### src/rtl/i2c_master_ctrl.sv
// i2c_master_ctrl: single-byte open-drain I2C master.
// START, address+R/W, one data byte, ACK handling and STOP.
module i2c_master_ctrl #(
  parameter int ADDRESSLENGTH = 7,
  parameter int CLKDIV = 4
) (
  input  logic                     CLK,
  input  logic                     RESET,
  input  logic                     Start,
  input  logic                     RorW,
  input  logic [ADDRESSLENGTH-1:0] SlaveAddress,
  input  logic [7:0]               WriteData,
  input  logic                     SDA_IN,
  output logic                     SCL,
  output logic                     SDA,
  output logic [7:0]               ReadData,
  output logic                     Busy,
  output logic                     Done,
  output logic                     AckError
);
  localparam int QW = (CLKDIV > 1) ? $clog2(CLKDIV) : 1;
  localparam logic [QW-1:0] QMAX = QW'(CLKDIV - 1);
  localparam logic [7:0] ALAST = 8'(ADDRESSLENGTH);

  typedef enum logic [3:0] {
    S_IDLE, S_START, S_ADDR, S_ADDR_ACK, S_WDATA,
    S_WDATA_ACK, S_RDATA, S_RDATA_NACK, S_STOP
  } state_t;

  state_t                 state;
  logic [QW-1:0]          qc;
  logic [1:0]             ph;
  logic [7:0]             bc;
  logic [ADDRESSLENGTH:0] frame;
  logic [7:0]             dat;
  logic                   rw;
  logic                   samp;
  logic                   tick;
  logic                   slot_end;
  logic                   accept;

  assign tick     = (qc == QMAX);
  assign slot_end = (state != S_IDLE) && tick && (ph == 2'd3);
  // STOP end with Start held chains straight into the next START
  assign accept   = Start &&
                    ((state == S_IDLE) ||
                     ((state == S_STOP) && slot_end));

  always_comb begin
    SCL = 1'b1;
    SDA = 1'b1;
    unique case (state)
      S_START: SDA = ~ph[1];
      S_ADDR: begin
        SCL = ph[1];
        SDA = frame[ADDRESSLENGTH];
      end
      S_WDATA: begin
        SCL = ph[1];
        SDA = dat[7];
      end
      S_ADDR_ACK, S_WDATA_ACK,
      S_RDATA, S_RDATA_NACK: SCL = ph[1];
      S_STOP: begin
        SCL = ph[1];
        SDA = (ph == 2'd3);
      end
      default: ;
    endcase
  end

  always_ff @(posedge CLK or posedge RESET) begin
    if (RESET) begin
      state    <= S_IDLE;
      qc       <= '0;
      ph       <= '0;
      bc       <= '0;
      frame    <= '0;
      dat      <= '0;
      rw       <= 1'b0;
      samp     <= 1'b1;
      ReadData <= '0;
      Busy     <= 1'b0;
      Done     <= 1'b0;
      AckError <= 1'b0;
    end else begin
      Done <= 1'b0;
      if (state != S_IDLE) begin
        qc <= tick ? '0 : qc + 1'b1;
        if (tick) ph <= ph + 2'd1;
        if (tick && ph == 2'd2) begin
          samp <= SDA_IN;
          if (state == S_RDATA) dat <= {dat[6:0], SDA_IN};
        end
      end
      if (slot_end) begin
        unique case (state)
          S_START: begin
            state <= S_ADDR;
            bc    <= '0;
          end
          S_ADDR: begin
            frame <= frame << 1;
            if (bc == ALAST) begin
              state <= S_ADDR_ACK;
              bc    <= '0;
            end else begin
              bc <= bc + 8'd1;
            end
          end
          S_ADDR_ACK: begin
            bc <= '0;
            if (samp) begin
              AckError <= 1'b1;
              state    <= S_STOP;
            end else begin
              state <= rw ? S_RDATA : S_WDATA;
            end
          end
          S_WDATA: begin
            dat <= {dat[6:0], 1'b0};
            if (bc == 8'd7) begin
              state <= S_WDATA_ACK;
              bc    <= '0;
            end else begin
              bc <= bc + 8'd1;
            end
          end
          S_WDATA_ACK: begin
            if (samp) AckError <= 1'b1;
            state <= S_STOP;
          end
          S_RDATA: begin
            if (bc == 8'd7) begin
              ReadData <= dat;
              state    <= S_RDATA_NACK;
              bc       <= '0;
            end else begin
              bc <= bc + 8'd1;
            end
          end
          S_RDATA_NACK: state <= S_STOP;
          S_STOP: begin
            state <= S_IDLE;
            Busy  <= 1'b0;
            Done  <= 1'b1;
          end
          default: ;
        endcase
      end
      if (accept) begin
        state    <= S_START;
        qc       <= '0;
        ph       <= '0;
        bc       <= '0;
        frame    <= {SlaveAddress, RorW};
        dat      <= WriteData;
        rw       <= RorW;
        Busy     <= 1'b1;
        AckError <= 1'b0;
      end
    end
  end
endmodule
### config.mk
export PLATFORM = sky130hd
export DESIGN_NAME = i2c_master_ctrl
export DESIGN_NICKNAME = d
export VERILOG_FILES = /design/src/rtl/i2c_master_ctrl.sv
export SDC_FILE = /design/constraint.sdc
export NUM_CORES = 1
export LEC_CHECK = 0
export ABC_CLOCK_PERIOD_IN_PS = 2500
export BUFFER_PORTS_ARGS = -buffer_cell sky130_fd_sc_hd__buf_2
export CORE_UTILIZATION = 50
export CTS_CLUSTER_SIZE = 8
export DETAILED_ROUTE_END_ITERATION = 7
export PLACE_DENSITY_LB_ADDON = 0.25
export SYNTH_ARGS = -nofsm -noshare
export SYNTH_HDL_FRONTEND = slang
export SYNTH_SLANG_ARGS = --single-unit
### constraint.sdc
create_clock -name CLK -period 2.5 [get_ports CLK]
set_input_delay 0.125 -clock CLK [delete_from_list [all_inputs] [get_ports CLK]]
set_output_delay 0.125 -clock CLK [all_outputs]
set_load 0.02 [all_outputs]
# Word level (Yosys, flattened, before mapping)
# Index checks and enable logic that the tools add are counted.
# totals
output_inout_bits	13
regBits	45
input_bits	20
word_cells	99
# classes
add_sub_neg	3
n_mux	38
n_reduce_logical	30
n_bitwise	1
eq_ne	15
# ops
operator	n
$mux 8	12
$pmux 4 s7	1
$mux 4	6
$eq 4x3->1 const B	4
$pmux 8 s2	1
$mux 2	7
$reduce_bool 2->1	7
$mux 1	10
$reduce_and 2->1	5
$add 8x1->8 const B	1
$eq 4x2->1 const B	2
$eq 8x3->1 const B	1
$reduce_bool 8->1	1
$reduce_or 7->1	1
$eq 2x2->1 const B	3
$ne 3x3->1 const B	2
$reduce_and 3->1	2
$reduce_or 2->1	3
$logic_and 1x1->1	5
$reduce_and 5->1	1
$add 2x1->2 const B	2
$eq 4x1->1 const B	1
$eq 4x4->1 const B	1
$logic_not 4->1	1
7 further kinds	7

# Depth between registers and ports, before layout
# Gate-level depths: netlist of the first run.
# depth
word_depth	8
mapped_depth	7
ltp_nobuf	6

# Worst setup path after synthesis of the first run
# Ideal clock, no wire load.
# synth_path
path_kind	reg-to-reg
from	register bc[0]
to	register ReadData[0]
arrival_ns	1.661
setup_ns	0.125
path_buffers	0
slack_ns	0.715
path_stages_with_launch	6
period_less_slack_ns	1.785
required_ns	2.375
path_cell_list	dfrtp_1 > ha_1 > and4bb_2 > nand4_4 > nor3_4 > mux2_2
# synth_via
elab_chain_len	2
# synth_rtl
element	line_no	source
from (decl)	33	logic [7:0] bc;
from (signal assigned)	108	bc <= bc + 8'd1;
from (signal assigned)	126	bc <= bc + 8'd1;
from (signal assigned)	139	bc <= bc + 8'd1;
$eq 8x3->1	134	if (bc == 8'd7) begin
$reduce_and 3->1 (no source line)	-	
to (signal assigned)	135	ReadData <= dat;
to (decl)	16	output logic [7:0] ReadData,
# Every way passes these cells.
# A chain may end at the register's enable or synchronous reset.

# Worst setup path after layout of the first run
# layout_path
from	register ph[1]
to	output SDA
# layout_via
elab_chain_len	2
elab_cells_between_ends	3
cone_classes	eq/ne (1); mux (1); bitwise (1)
# layout_rtl
element	line_no	source
from (decl)	32	logic [1:0] ph;
from (signal assigned)	90	if (tick) ph <= ph + 2'd1;
$eq 2x2->1 or $not 1->1 (tied branches)	66, 53	
$pmux 1 s4 (*)	52	unique case (state)
to (decl)	15	output logic SDA,
# Mark *: on every way between the ends. The rest lies on a longest branch, timed or not.

==> reports/metrics.cfg, run 1 <==
[clock_network]
clock_latency_ns = 0.29
cts_tree = built
cts_resized = 0
numCtsBuffers = 5
clk_pin_slew_ns = 0.08
ctsRootBufferMaster = clkbuf_8
clockBufferDepth = 2
holdBufCountCts = 0
cts_setup_buffers = 0
clock_sinks = 45
htree_levels = 2

[layout]
area_growth_pct = 12.0
layout_common_cells = 44 x dfrtp_1, 32 x buf_2, 21 x nand2_1
diodes = 0
final_common_cell = dfrtp_1
n_fill_cell = 375
fin_nets = 282
drive_gt1_frac = 0.255

[timing]
slew_violations = 0
layout_setup_ws_ns = 0.413
skew_ns = 0.00856
setup_violations = 0
hold_violations = 0
grt_setup_unrepaired = no
setup-tns-final_ns = 0
worstMarginPinSlew_ns = 0.908
min_period_ns = 2.09
slew_headroom = 0.394
max_freq_ghz = 0.479
fin_crit_sh = 0.835

[worst_setup_path]
cp.required_ns = 2.38
worstPathMaxFanout = 5
end_kind = primary output
crit_arrival_ns = 1.96
crit_path_start_kind = flop
worstSetupPathType = flop to primary output

[logic_synthesis]
synth_fp_nets = 252
synth-main-ff-cell = dfrtp_1
yosys_register_bits = 45
syn_area_um2 = 2380
synth_cell_types = 55
synth_edf_count = 0
yosysTopAreaCellShare = 0.463
ys_top_cells_by_area = dfrtp_1 46%, mux2i_1 5.5%, mux2_2 5.2%
ys_warn_count = 0
synth_seq_area_share = 0.474
synthCells = 228
synth_area_per_cell_um2 = 10.4
async_reset_ff_frac = 1.00
yosys.area.top_type = dfrtp_1

[place]
io_buffers = 32
dp_slack_ns = 0.483
dp_hpwl_mm = 3.30
globalplace.congestion = 0.822

[drt]
wl_per_cell_um = 15.0
drc = 0
via_per_inst = 5.69
postRouteAntennaNets = 0
num_vias = 1769
wl_mm = 4.66
drt-initial-drc-count = 161
drt_first_pass_iters = 4

[grt]
grt_pass1_wl_mm = 8.25
gr-total-overflow = 0
grt_max_degree = 46
antenna_found_initial = 0
grt_pass1_vias = 1710
grtUsageTotal = 0.211

[power_and_ir_drop]
power.switching_mw = 1.09
power_frac_comb = 0.372
intPower_mw = 1.77
power_frac_seq = 0.433
p_clk_frac = 0.195
cellLeakagePower_nw = 1.19
p_per_area_nw_per_um2 = 1070
peakVddDrop_uv = 559
switching_share = 0.381

[floorplanning]
dieArea_um2 = 5040
die_x_um = 71.0
fp-row-count = 24
core_area_um2 = 4470
io_pins = 33
initial_core_util = 0.532
die_h_um = 71.0

[job]
cap_violations = 0

[min_path]
hold_path.class = primary input to asynchronous set/reset pin

[outcome]
status = finished, final reports clean

[final timing paths]
kind                              startpoint           to  slack [ns]  cells past startpoint
worst max-delay path                   ph[1]          SDA        0.41                      5
worst min-delay path                   RESET  ReadData[6]        0.02                      2
worst max register to register         qc[0]  ReadData[1]        0.47                      5
worst min register to register      frame[6]     frame[6]        0.48                      1
max in group asynchronous              RESET        qc[1]        1.91                      2
min in group CLK                WriteData[2]       dat[2]        0.03                      3
[cell usage after synthesis, types with 3 or more instances]
cell      instances
a21o_1            4
a21oi_1           6
a22o_1            4
a22oi_1           3
and2_1            3
buf_2             4
buf_6             4
clkbuf_1          3
dfrtp_1          44
ha_1              4
inv_1             8
mux2_2           11
mux2i_1          13
nand2_1          21
nand2b_1          3
nand3_1          10
nand4_1           3
nor2_1           14
nor2b_1           3
nor4_1            3
o21ai_0          15
o22ai_1           5
[routing by layer]
layer / vias up / part of all wire / track usage
met3: 11 / 0.039 / 0.0456
met5: - / 0 / 0
met1: 835 / 0.46 / 0.294
met2: 39 / 0.48 / 0.324
met4: 0 / 0.021 / 0.0867
li1: 884 / - / -
[registers in the layout (all words and copies together) (netlist names)]
| signal | flops |
|---|---|
| AckError | 1 |
| Busy | 1 |
| Done | 1 |
| ReadData | 8 |
| bc | 8 |
| dat | 8 |
| frame | 8 |
| ph | 2 |
| qc | 2 |
| rw | 1 |
| samp | 1 |
| state | 4 |
[power groups by stage]
| stage | sequential [mW] | combinational [mW] | clock [mW] |
|---|---|---|---|
| after floorplan | 1.16 | 0.901 | 0 |
| after global routing | 1.28 | 1.20 | 0.600 |
| after global placement | 1.23 | 1.03 | 0 |
| final | 1.24 | 1.06 | 0.557 |
| after detailed placement | 1.25 | 1.06 | 0 |
| after CTS | 1.24 | 1.07 | 0.571 |
[area by class of cell]
type                    instances  area (um^2)  share of cell area
multi-input cells             162         1140               0.426
flip-flops and latches         45         1130               0.423
repair buffers                 36          190              0.0714
clock buffers                   7         86.3              0.0324
well taps                      52         65.1              0.0244
clock inverters                 1         30.0              0.0113
inverters                       8         30.0              0.0113
[critical path: stages, from the launching register on]
cell     delay (ns)
dfrtp_1        0.43
ha_1           0.26
or4b_2         0.60
o21ai_0        0.09
o21ai_0        0.10
buf_2          0.18
[cells by family (layout without fill, tap and decap cells)]
group,count (synthesis),after routing,share of synthesized area
xor+xnor,2,2,0.00737
mux,24,24,0.107
flops,45,45,0.474
simple gates,79,79,0.190
compound gates,53,53,0.153
fa+ha+maj,4,4,0.0210
buf+inv,21,52,0.0484
[through the flow]
step	total power, mW	util	cells	hold slack (ns)	cell area (um^2)
after detailed placement	2.31	0.570	303	0.334	2550
after global placement	2.27	0.570	303	0.326	2550
final	2.86	0.596	311	0.0172	2670
after floorplan	2.06	-	228	0.230	2380
after global routing	3.09	0.596	311	0.0261	2670
after CTS	2.87	0.596	311	0.0271	2670
(Power assumes the default switching activity.)
==> run 2: changes to the inputs <==
Settings changed: ABC_CLOCK_PERIOD_IN_PS 2500 to 2050.
Clock period 2.5 ns to 2.05 ns, I/O delays scaled along.
==> reports/metrics.cfg, run 2 (synthesis gave the netlist of run 1 again) <==
[worst_setup_path]
end_kind = primary output  ; unchanged
worstReg2RegStart = bc[0]  ; was qc[0]
crit_chain = ha_4, or4b_2, o21ai_2, o21ai_1, buf_2  ; was ha_1, or4b_2, o21ai_0, o21ai_0, buf_2
crit_path_start_kind = flop  ; unchanged
worstPathMaxFanout = 5  ; unchanged
endpoint = SDA  ; unchanged
max_stage_delay_ns = 0.62  ; was 0.60 ns
cp.required_ns = 1.95  ; was 2.38 ns
slowest_stage = or4b_2  ; unchanged
worstSetupPathType = flop to primary output  ; unchanged
crit_arrival_ns = 1.87  ; was 1.96 ns
ff2ff_path_depth = 5  ; unchanged
setup.worst_path.start = ph[0]  ; was ph[1]
reg2reg_setup_slack_ns = 0.13  ; was 0.47 ns
worstReg2RegEnd = ReadData[2]  ; was ReadData[1]

[min_path]
hold_path.class = primary input to flop  ; was primary input to asynchronous set/reset pin

[clock_network]
ctsRootBufferMaster = clkbuf_8  ; unchanged
numCtsBuffers = 5  ; unchanged
clockBufferDepth = 2  ; unchanged
clk_pin_slew_ns = 0.09  ; was 0.08 ns
cts_tree = built  ; unchanged
htree_levels = 2  ; unchanged
clock_sinks = 45  ; unchanged
clock_latency_ns = 0.30  ; was 0.29 ns

[job]
cap_violations = 0  ; unchanged

[layout]
layout_common_cells = 44 x dfrtp_1, 32 x buf_2, 21 x nand2_1  ; unchanged
area_growth_pct = 18.0  ; was 12.0%
drive_gt1_frac = 0.280  ; was 0.255
fin_nets = 298  ; was 282
finalNonFillerCells = 327  ; was 311
final_common_cell = dfrtp_1  ; unchanged
diodes = 0  ; unchanged

[timing]
max_freq_ghz = 0.506
grt_setup_unrepaired = no  ; unchanged
slew_violations = 0  ; unchanged
setup-tns-final_ns = 0  ; unchanged
setup_violations = 0  ; unchanged
slew_headroom = 0.616  ; was 0.394
skew_ns = 0.00528  ; was 0.00856 ns
min_period_ns = 1.98
worstMarginPinSlew_ns = 0.576  ; was 0.908 ns
fin_crit_sh = 0.965
hold_violations = 0  ; unchanged

[grt]
antenna_found_initial = 0  ; unchanged
grt_max_degree = 36  ; was 46
grt_pass1_wl_mm = 8.47  ; was 8.25 mm
grtUsageTotal = 0.216  ; was 0.211
grt_pass1_vias = 1895  ; was 1,710
gr-total-overflow = 0  ; unchanged

[power_and_ir_drop]
intPower_mw = 2.09  ; was 1.77 mW
power_frac_comb = 0.411  ; was 0.372
p_per_area_nw_per_um2 = 1240  ; was 1070 nW/um^2
power_frac_seq = 0.431  ; was 0.433
power.switching_mw = 1.38  ; was 1.09 mW
peakVddDrop_uv = 604  ; was 559 uV
switching_share = 0.399  ; was 0.381
p_clk_frac = 0.158  ; was 0.195
cellLeakagePower_nw = 1.25  ; was 1.19 nW

[drt]
drc = 0  ; unchanged
wl_mm = 4.93  ; was 4.66 mm
drt_first_pass_iters = 4  ; unchanged
postRouteAntennaNets = 0  ; unchanged
num_vias = 1877  ; was 1,769
drt-initial-drc-count = 99  ; was 161
wl_per_cell_um = 15.1  ; was 15.0 um
via_per_inst = 5.74  ; was 5.69

[place]
io_buffers = 32  ; unchanged
dpl.cell_count = 310  ; was 303
globalplace.congestion = 0.867  ; was 0.822
dp_hpwl_mm = 3.32  ; was 3.30 mm

[floorplanning]
initial_core_util = 0.532  ; unchanged
die_x_um = 71.0  ; unchanged
fp-row-count = 24  ; unchanged
dieArea_um2 = 5040  ; unchanged
die_h_um = 71.0  ; unchanged
core_area_um2 = 4470  ; unchanged
io_pins = 33  ; unchanged

[outcome]
status = finished, final reports clean  ; unchanged

## run 2: cell count changes in the layout (fill, tap and decap cells not counted)
cell           change
ha_4               +1
o21ai_2            +1
nor2_2             +1
o21ai_0            -2
buf_12             +1
clkinvlp_4         +2
o21ai_1            +1
clkbuf_8           -1
nor2_1             -1
bufinv_16          -1
dlygate4sd3_1      +8
ha_1               -1
buf_4              +7
## run 2: per-stage QoR
| step | total power [mW] | instance area, um^2 | util | setup WS [ns] | hold WS, ns |
|---|---|---|---|---|---|
| floorplan | 2.51 | 2380 | - | 0.265 | 0.208 |
| global placement | 2.81 | 2610 | 0.584 | 0.197 | 0.194 |
| detailed placement | 2.86 | 2610 | 0.584 | 0.155 | 0.195 |
| CTS | 3.44 | 2790 | 0.624 | 0.0348 | 0.00823 |
| global route | 3.73 | 2810 | 0.628 | 0.00749 | 0.0147 |
| finish | 3.47 | 2810 | 0.628 | 0.0726 | 0.0117 |
## run 2: per-layer routing
layer / part of all wire / vias to the layer above / wire length, um / GRT usage
met5: 0 / - / 0 / 0
met4: 0.013 / 0 / 63 / 0.0867
met3: 0.042 / 7 / 207 / 0.0442
met2: 0.48 / 47 / 2370 / 0.358
met1: 0.46 / 913 / 2280 / 0.280
li1: - / 910 / - / -
## run 2: layout make-up
class	count	area, um^2
Tap cell	52	65.1
Sequential cell	45	1130
Timing Repair Buffer	52	343
Clock inverter	2	15.0
Clock buffer	6	72.6
Multi-Input combinational cell	162	1150
Fill cell	371	1670
Inverter	8	30.0
## run 2: power by group through the flow
stage	logic [mW]	registers (mW)	clock network, mW
final	1.43	1.49	0.549
after global routing	1.60	1.54	0.594
after CTS	1.40	1.48	0.569
after detailed placement	1.36	1.50	0
after global placement	1.32	1.49	0
after floorplan	1.10	1.41	0
## run 2: what timing repair did
item | in CTS | in global routing
resized for setup | 1 | 5
endpoints found under the hold margin | 34 | 0
hold buffers | 8 | 0
setup endpoints to repair | 1 | 2
buffers inserted | 1 | 0
## run 2: how the worst min path moves through the flow
| stage | end | slack (ns) | start | cells past startpoint |
|---|---|---|---|---|
| after floorplan | rw | 0.21 | RorW | 2 |
| after CTS | dat[3] | 0.008 | WriteData[3] | 3 |
| after detailed placement | bc[4] | 0.20 | RESET | 2 |
| final | dat[3] | 0.01 | WriteData[3] | 3 |
| after global routing | dat[7] | 0.01 | WriteData[7] | 3 |
| after global placement | bc[4] | 0.19 | RESET | 2 |
## run 2: critical path: cells and delay by family, from the launching register on
kind,cells,cell delay [ns]
flip-flops,1,0.44
AND/OR/NAND/NOR,1,0.62
buffers and inverters,1,0.17
AO/OA/AOI/OAI,2,0.15
adder cells (fa/ha/maj),1,0.20
